<file path="src/rtl/tff_updown_counter_pkg.sv">
// Shared definitions for the T flip-flop based up/down counter family.
package tff_updown_counter_pkg;

  // Values taken by the up_dn direction input.
  localparam logic DIR_DOWN = 1'b0;
  localparam logic DIR_UP   = 1'b1;

  // Largest value representable in `width` bits. Valid for width 1..32.
  function automatic logic [31:0] max_value(input int unsigned width);
    return 32'hFFFF_FFFF >> (32 - width);
  endfunction

endpackage

</file>
<file path="src/rtl/tff_cell.sv">
// Single T flip-flop stage: toggles on t, synchronous active-low clear.
module tff_cell (
  input  logic clk,
  input  logic rst_n,
  input  logic t,
  output logic q
);

  logic q_q;

  // Clear on reset, otherwise invert the stored bit whenever t is high.
  always_ff @(posedge clk) begin
    if (!rst_n) begin
      q_q <= 1'b0;
    end else if (t) begin
      q_q <= ~q_q;
    end
  end

  assign q = q_q;

endmodule

</file>
<file path="src/rtl/tff_updown_counter.sv">
// Modulo-(MAX_COUNT+1) up/down counter built from a chain of T flip-flops,
// with count enable, parallel load (clamped), terminal-count and wrap flags.
module tff_updown_counter
  import tff_updown_counter_pkg::*;
#(
  parameter int unsigned WIDTH     = 4,
  parameter int unsigned MAX_COUNT = max_value(WIDTH)
) (
  input  logic             clk,
  input  logic             rst_n,
  input  logic             en,
  input  logic             up_dn,
  input  logic             load,
  input  logic [WIDTH-1:0] d,
  output logic [WIDTH-1:0] q,
  output logic             tc,
  output logic             wrap
);

  // Modulus as a WIDTH-bit value so every compare stays WIDTH bits wide.
  localparam logic [WIDTH-1:0] MAX_W = MAX_COUNT[WIDTH-1:0];
  localparam logic [WIDTH-1:0] ONE_W = {{(WIDTH-1){1'b0}}, 1'b1};
  localparam logic [WIDTH-1:0] ZERO_W = '0;

  logic [WIDTH-1:0] q_d;
  logic [WIDTH-1:0] t;
  logic             wrap_d;
  logic             wrap_q;

  // Next-state selection: reset > load > enabled step > hold. States above
  // MAX_W (only reachable without a reset) are treated like a wrap so the
  // counter falls back into range on the first enabled step.
  always_comb begin
    q_d    = q;
    wrap_d = 1'b0;
    if (!rst_n) begin
      q_d = ZERO_W;
    end else if (load) begin
      q_d = (d > MAX_W) ? MAX_W : d;
    end else if (en) begin
      if (up_dn == DIR_UP) begin
        if (q >= MAX_W) begin
          q_d    = ZERO_W;
          wrap_d = 1'b1;
        end else begin
          q_d = q + ONE_W;
        end
      end else begin
        if (q == ZERO_W || q > MAX_W) begin
          q_d    = MAX_W;
          wrap_d = 1'b1;
        end else begin
          q_d = q - ONE_W;
        end
      end
    end
  end

  // A stage toggles exactly when its bit differs between now and next.
  assign t = q ^ q_d;

  // One T flip-flop per counter bit.
  for (genvar i = 0; i < WIDTH; i++) begin : g_cell
    tff_cell u_cell (
      .clk   (clk),
      .rst_n (rst_n),
      .t     (t[i]),
      .q     (q[i])
    );
  end

  // Register the wrap event so it lines up with the wrapped count on q.
  always_ff @(posedge clk) begin
    if (!rst_n) begin
      wrap_q <= 1'b0;
    end else begin
      wrap_q <= wrap_d;
    end
  end

  assign wrap = wrap_q;

  assign tc = en & ~load & ((up_dn & (q == MAX_W)) | (~up_dn & (q == ZERO_W)));

endmodule
</file>
<file path="config.mk">
export PLATFORM = sky130hd
export DESIGN_NAME = tff_updown_counter
export DESIGN_NICKNAME = d
export VERILOG_FILES = /design/src/rtl/tff_updown_counter_pkg.sv /design/src/rtl/tff_cell.sv /design/src/rtl/tff_updown_counter.sv
export SDC_FILE = /design/constraint.sdc
export NUM_CORES = 1
export LEC_CHECK = 0
export ABC_CLOCK_PERIOD_IN_PS = 1900
export CAP_MARGIN = 5
export CORE_UTILIZATION = 30
export CTS_CLUSTER_SIZE = 8
export DETAILED_ROUTE_END_ITERATION = 16
export PLACE_DENSITY = 0.67
export SLEW_MARGIN = 20
export SYNTH_ARGS = -nofsm -noshare
export SYNTH_HDL_FRONTEND = slang
export SYNTH_SLANG_ARGS = --single-unit
export TNS_END_PERCENT = 10
</file>
<file path="constraint.sdc">
create_clock -name clk -period 1.9 [get_ports clk]
set_clock_uncertainty 0.15 [all_clocks]
set_input_delay 0.38 -clock clk [delete_from_list [all_inputs] [get_ports clk]]
set_output_delay 0.38 -clock clk [all_outputs]
set_load 0.05 [all_outputs]
</file>
## Word level (Yosys, flattened, before mapping)

Cells that the tools add are included.

- Bits in registers: 5
- Input bits: 9
- Output and inout port bits: 6
- Logic and storage cells: 38

- Add/sub/neg operators: 2
- Magnitude comparators: 3
- Equality and inequality tests: 1
- Muxes and demuxes: 10
- Bitwise logic cells: 14
- Reductions and logical operators: 3

Operators by type and width:

| operator | count |
|---|---|
| $mux 4 | 7 |
| $gt 4x4->1 const B | 2 |
| $not 1->1 | 8 |
| $add 4x1->4 const B | 1 |
| $and 1x1->1 | 4 |
| $eq 4x4->1 const B | 1 |
| $ge 4x4->1 const B | 1 |
| $logic_not 4->1 | 1 |
| $sub 4x1->4 const B | 1 |
| $xor 4x4->4 | 1 |
| $mux 1 | 3 |
| $reduce_or 3->1 | 1 |
| $logic_or 1x1->1 | 1 |
| $or 1x1->1 | 1 |

## Depth between registers and ports, before layout

Gate-level depths: netlist (run 1).

- Word-level depth: 8
- Depth in mapped cells: 6
- Depth with buffers taken out: 6

## Modules after synthesis

A second synthesis (run 1) with hierarchy kept.

- Cells, all modules: 61
- Area total of the unflattened synthesis: 499.2 um2

Modules (own cells, without submodules):

| module | instances | cells an instance | area each (um2) | seq. area each (um2) |
|---|---|---|---|---|
| tff_updown_counter | 1 | 49 | 359.1 | 20.0 |
| tff_cell | 4 | 3 | 35.0 | 20.0 |

## Worst setup path before layout (run 1)

Ideal clock, no wire load.

- Kind: flip-flop to output port
- Start: reg g_cell[0].u_cell.q_q
- End: out tc
- Data arrival time: 1.553 ns
- Required time: 1.370 ns
- Path slack: -0.183 ns
- Stages on the path, launching flop included: 6
- Buffers on the path: 0
- Path through: dfxtp_1 inv_2 ha_1 or4b_1 o21ai_0 and3_1

- Cells in the longest elaborated chain, start to end: 4
- Elaborated cells on any way between the ends: 6
- Classes of those cells: eq/ne: 1; bitwise: 4; reduce/logical: 1

Ends and longest elaborated chain:

| item | line | text |
|---|---|---|
| start, declared | tff_cell.sv:9 | `logic q_q;` |
| start signal, assigned | tff_cell.sv:16 | `q_q <= ~q_q;` |
| $eq 4x4->1 / $logic_not 4->1 (equally long branches) | tff_updown_counter.sv:83 | `assign tc = en & ~load & ((up_dn & (q == MAX_W)) \| (~up_dn & (q == ZERO_W)));` |
| $and 1x1->1 | tff_updown_counter.sv:83 |  |
| $or 1x1->1 (*) | tff_updown_counter.sv:83 |  |
| $and 1x1->1 (*) | tff_updown_counter.sv:83 |  |
| end, declared | tff_updown_counter.sv:16 | `output logic tc,` |

Every way passes the cells marked *; elsewhere a longest branch is shown, timed or not.

## Final worst setup path (run 1)

Ends and elaborated chain as after synthesis.

==> metrics.yaml, run 1 <==
yosys:
  synth_nets: 59
  ys_seq_area_share_pct: 25.6
  synth_edf_count: 0
  synthArstFlopShare_pct: 0
  synth_most_common_cell: "o21ai_0"
  synth_cell_types: 26
  syn_inst: 48
  synth.avg_cell_area_um2: 8.16
  yosys.area.top_type: "dfxtp_1"
  post_synth_main_area_contributors: "dfxtp_1, o21ai_0, buf_4, ha_1, a21oi_1"
  ys_top_cells_by_count: "o21ai_0, dfxtp_1, buf_4, nand2_1"
  yosys_warnings: 0
  syn_area_um2: 392
  synth-main-ff-cell: "dfxtp_1"
  synth_top_cell_area_share_pct: 25.6
  ys_ff_latch: 5
clock_network:
  cts.sinks: 5
  clock_tree.buffer_depth: 2
  cts_buffers: 3
  cts_tree: "built"
  clkTransAtPathRegs_ns: 0.05
  h-tree-depth: 1
  clk_latency_ns: 0.24
  ctsRootBufferMaster: "clkbuf_4"
global_routing:
  antenna_found_initial: 0
  grt_remaining_overflow: 0
  grt_max_degree: 9
  grt_pass1_vias: 386
  grt_use_total_pct: 17.2
  grt_pass1_wl_um: 1660
place:
  placed_cells: 82
  gp_congestion: 0.877
  dp_hpwl_um: 790
  portBuffers: 14
power:
  p_total_w: 0.000415
  leakagePower_nw: 0.297
  power_density_nw_per_um2: 623
  irDropWorstVdd_uv: 275
cells_and_area:
  seq_area_um2: 103
  drive_above_1_share_pct: 41.1
  fillers: 115
  fin_nets: 85
  final_cells: 87
  multi_input_area_um2: 272
  area_growth_pct: 70.3
  antenna_cells: 0
route:
  vias_per_cell: 5.14
  wirelength_um: 1060
  firstDrtPassIters: 4
  ant_nets: 0
  avgRoutedWirePerCell_um: 12.1
  drt-initial-drc-count: 12
  vias: 447
  drc: 0
critical_path:
  crit_fanout: 3
  required_ns: 1.37
  start_kind: "flip-flop"
  crit_path_top_delay_cell: "or4b_4"
  crit_buf_inv: 2
  cpLargestDelayFamily: "simple AND/OR/NAND/NOR gates"
  crit_path_end_kind: "output pin"
  worstPathCellList: "inv_4, ha_4, or4b_4, o21ai_2, and3_4, buf_12"
  path_class: "reg -> out"
  critical_path.max_stage_delay_ns: 0.46
  cp.arrival_ns: 1.63
floorplan:
  rows: 12
  start_util_pct: 33.9
  core_um2: 1160
  ios: 15
  die_width_um: 38.1
  die_h_um: 38.1
  dieArea_um2: 1450
sta:
  report.final.slew_viol_count: 0
  hold_violations: 0
  period_minus_slack_ns: 2.16
  setup_viol_count_final: 1
  clock.fmax_ghz: 0.464
  worstMarginPinSlew_ns: 0.246
  tns_ns: -0.257
  rsz0062_at_grt: "true"
  max_slew_margin_pct: 83.4
  period_share_pct: 114
  fin_ws_ns: -0.257
hold_path:
  min_path_type: "in -> reg"
status:
  failed_checks: "negative setup slack"
  status: "finished, violations left"
flow_run:
  maxCapViolations: 0
## kinds of logic (layout without fill, tap and decap cells)
group | Yosys count | after routing | share of synthesized area (%)
simple gates | 14 | 14 | 21.1
flops | 5 | 5 | 25.6
mux | 2 | 2 | 5.43
xor+xnor | 2 | 2 | 4.47
compound gates | 15 | 15 | 25.6
fa+ha+maj | 2 | 2 | 6.39
buf+inv | 8 | 33 | 11.5
## path summary, 6_finish.rpt
check        slack (ns)               start  cells past startpoint                  to
max reg2reg        0.18  g_cell[2].u_cell.q                      5  g_cell[3].u_cell.q
max               -0.26  g_cell[0].u_cell.q                      6                  tc
min reg2reg        0.57  g_cell[0].u_cell.q                      4  g_cell[3].u_cell.q
min                0.55                d[1]                      3  g_cell[1].u_cell.q
## metal layers
metal | share of wire (%) | global-route usage (%) | up-vias
met2 | 46 | 27.5 | 18
li1 | - | - | 222
met5 | 0 | 0 | -
met4 | 0.76 | 5.36 | 0
met3 | 7.1 | 6.98 | 2
met1 | 46 | 20.8 | 205
## where the power goes
part           leakage [nW]  internal [W]  total, W  switching [W]
Clock                0.0150     0.0000796  0.000126      0.0000463
Sequential           0.0420      0.000114  0.000120     0.00000583
Combinational         0.240     0.0000851  0.000170      0.0000847
## metrics by stage
step | cell area, um2 | utilization [%] | hold slack, ns | setup WS, ns
4_1_cts | 657 | 56.8 | 0.538 | -0.268
5_1_grt | 667 | 57.7 | 0.580 | -0.332
6_report | 667 | 57.7 | 0.553 | -0.257
3_3_place_gp | 611 | 52.8 | 0.518 | -0.319
2_1_floorplan | 398 | - | 0.352 | 0.00761
3_5_place_dp | 611 | 52.8 | 0.518 | -0.333
## tightest hold or removal path: stages
cell and delay, ns:
clkdlybuf4s50_1 0.39, nand2_1 0.06, a21boi_0 0.07
## layout make-up
type	count	area share (%)
Timing Repair Buffer	25	34.7
Inverter	4	2.63
Sequential cell	5	15.4
Clock buffer	4	3.94
Multi-Input combinational cell	35	40.7
Tap cell	14	2.63
## cells in the final DEF, fill, tap and decap left out, types with 2 or more instances in the layout
master,netlist,routed
nand2_1,4,4
buf_12,0,2
buf_4,4,15
dfxtp_1,5,3
nand3_1,2,2
inv_1,3,2
dfxtp_2,0,2
a21oi_1,3,3
clkbuf_4,0,3
clkdlybuf4s50_1,0,7
o21ai_0,6,5
## timing repair
action	4_1_cts	5_1_grt
buffers inserted	0	1
hold buffers	0	0
pin swaps	3	2
gates cloned	0	0
setup endpoints to repair	1	1
resized for setup	8	1
## flip-flops by register name, indices dropped and copies added (netlist names)
register         flops
g_cell.u_cell.q      4
wrap                 1
Power figures use the tool's default switching activity.
==> inputs of run 2 (changes only) <==
==> constraint.sdc (replaced) <==
create_clock -name clk -period 1.9 [get_ports clk]
set_clock_uncertainty 0.15 [all_clocks]
set_input_delay 0.38 -clock clk [delete_from_list [all_inputs] [get_ports clk]]
set_output_delay 0.38 -clock clk [all_outputs]
set_load 0.005 [all_outputs]
==> run 2 against run 1 <==
  * The flow still finishes with violations (negative setup slack)
  * First-iteration DRC count decreased by 75%
  * Clock power decreased by 5%
  * Sequential share of layout area increased by 0.35 points
  * Critical path depth unchanged
  * Clock-buffer cell count unchanged
  * Register-to-register slack about the same
  * Global-route usage decreased by 0.71 points
  * Sequential power about the same
  * Power decreased by 11%
  * Design area decreased by 2.3%
  * Critical path type unchanged
  * Critical endpoint unchanged
  * Highest routed layer is now met3
==> metrics.yaml, run 2 (synthesized netlist as in run 1, its figures left out) <==
route:
  vias: 443  # was 447
  vias_per_cell: 4.98  # was 5.14
  firstDrtPassIters: 4  # unchanged
  drc: 0  # unchanged
  wirelength_um: 999  # was 1060 um
  ant_nets: 0  # unchanged
  avgRoutedWirePerCell_um: 11.2  # was 12.1 um
  drt-initial-drc-count: 3  # was 12
hold_path:
  hold_depth: 3  # unchanged
  min_path_type: "in -> reg"  # unchanged
clock_network:
  clk_latency_ns: 0.24  # about the same
  h-tree-depth: 1  # unchanged
  clkTransAtPathRegs_ns: 0.04  # was 0.05 ns
  cts.sinks: 5  # unchanged
  cts_buffers: 3  # unchanged
  cts_tree: "built"  # unchanged
  ctsRootBufferMaster: "clkbuf_4"  # unchanged
  clock_tree.buffer_depth: 2  # unchanged
cells_and_area:
  area_growth_pct: 66.5  # was 70.3%
  fin_nets: 87  # was 85
  layout_common_cells: "buf_4, clkdlybuf4s50_1, o21ai_0"  # unchanged
  final_design_area_no_fill_um2: 652  # was 667 um2
  antenna_cells: 0  # unchanged
  final_common_cell: "buf_4"  # unchanged
  drive_above_1_share_pct: 32.0  # was 41.1%
  fillers: 116  # was 115
  largest_register_ffs: 4  # unchanged
  utilization_pct: 56.4  # was 57.7%
sta:
  report.final.slew_viol_count: 0  # unchanged
  tns_ns: -0.179  # was -0.257 ns
  fin_ws_ns: -0.179  # was -0.257 ns
  worstMarginPinSlew_ns: 0.261  # was 0.246 ns
  rsz0062_at_grt: "true"  # unchanged
  clock.fmax_ghz: 0.481  # was 0.464 GHz
  period_share_pct: 109  # was 114%
  max_slew_margin_pct: 82.4  # was 83.4%
  period_minus_slack_ns: 2.08  # was 2.16 ns
  hold_violations: 0  # unchanged
  setup_viol_count_final: 1  # unchanged
status:
  failed_checks: "negative setup slack"  # unchanged
  status: "finished, violations left"  # unchanged
floorplan:
  core_um2: 1160  # unchanged
  rows: 12  # unchanged
  die_width_um: 38.1  # unchanged
  die_h_um: 38.1  # unchanged
  start_util_pct: 33.9  # unchanged
  ios: 15  # unchanged
  dieArea_um2: 1450  # unchanged
global_routing:
  grt_use_total_pct: 16.5  # was 17.2%
  grt_pass1_wl_um: 1610  # was 1660 um
  grt_max_degree: 9  # unchanged
  grt_pass1_vias: 384  # was 386
  grt_remaining_overflow: 0  # unchanged
  antenna_found_initial: 0  # unchanged
critical_path:
  cpLargestDelayFamily: "simple AND/OR/NAND/NOR gates"  # unchanged
  crit_path_end_kind: "output pin"  # unchanged
  r2r_cells: 6  # was 5
  worstPathCellList: "inv_2, ha_4, or4b_1, o21ai_1, and3_1, buf_2"  # was inv_4, ha_4, or4b_4, o21ai_2, and3_4, buf_12
  critical_path.max_stage_delay_ns: 0.42  # was 0.46 ns
  worst-path-stages: 6  # unchanged
  crit_fanout: 2  # was 3
  required_ns: 1.37  # about the same
  cp.arrival_ns: 1.55  # was 1.63 ns
  start_kind: "flip-flop"  # unchanged
  crit_buf_inv: 2  # unchanged
  crit_path_top_delay_cell: "or4b_1"  # was or4b_4
  path_class: "reg -> out"  # unchanged
power:
  irDropWorstVdd_uv: 455  # was 275 uV
  leakagePower_nw: 0.289  # was 0.297 nW
  power_density_nw_per_um2: 569  # was 623 nW/um2
place:
  dp_hpwl_um: 796  # was 790 um
  dpl_cell_area_um2: 609  # was 611 um2
  portBuffers: 14  # unchanged
  gp_congestion: 0.836  # was 0.877
flow_run:
  maxCapViolations: 0  # unchanged
[run 2: cell types whose count changed in the layout (fill, tap and decap cells not counted)]
| cell | change |
|---|---|
| clkdlybuf4s50_1 | +5 |
| buf_12 | -2 |
| buf_4 | -2 |
| and3_1 | +1 |
| and3_4 | -1 |
| buf_2 | +1 |
| inv_2 | +1 |
| inv_4 | -1 |
| o21ai_1 | +1 |
| o21ai_2 | -1 |
| or4b_1 | +1 |
| or4b_4 | -1 |
[run 2: final cells by class]
class                           count  area, um2  area share [%]
Sequential cell                     5        103            15.7
Inverter                            4       15.0            2.30
Timing Repair Buffer               27        231            35.5
Multi-Input combinational cell     35        259            39.7
Tap cell                           14       17.5            2.69
Clock buffer                        4       26.3            4.03
[run 2: tightest hold or removal path, cell delays in order]
cell	delay, ns
clkdlybuf4s50_1	0.40
nand2_1	0.06
a21boi_0	0.06
[run 2: through the flow]
stage	total power, W	hold WS, ns	cells	setup slack, ns
floorplan	0.000181	0.352	48	0.116
global placement	0.000244	0.542	84	-0.652
detailed placement	0.000246	0.553	84	-0.665
CTS	0.000377	0.549	89	-0.191
global route	0.000399	0.565	89	-0.276
finish	0.000371	0.553	89	-0.179
[run 2: final timing paths]
check | start | endpoint | slack (ns)
max | g_cell[1].u_cell.q | tc | -0.18
min | d[1] | g_cell[1].u_cell.q | 0.55
min reg2reg | g_cell[1].u_cell.q | g_cell[1].u_cell.q | 0.56
max reg2reg | g_cell[2].u_cell.q | g_cell[3].u_cell.q | 0.18
[run 2: repair_timing]
action / in CTS / in global routing
pin swaps: 3 / 0
setup endpoints to repair: 1 / 1
hold buffers: 0 / 0
buffers inserted: 1 / 0
resized for setup: 11 / 0
[run 2: power by group]
| group | internal [W] | switching (W) | leakage [nW] |
|---|---|---|---|
| logic | 0.0000800 | 0.0000533 | 0.232 |
| clock network | 0.0000792 | 0.0000404 | 0.0150 |
| registers | 0.000114 | 0.00000425 | 0.0420 |
[run 2: routing by layer]
metal	part of all wire (%)	routed length (um)	global-route usage (%)	up-vias
met3	6.3	63	8.72	0
met4	0	0	0	0
met1	48	476	19.8	201
li1	-	-	-	227
met2	46	459	27.5	15
met5	0	0	0	-
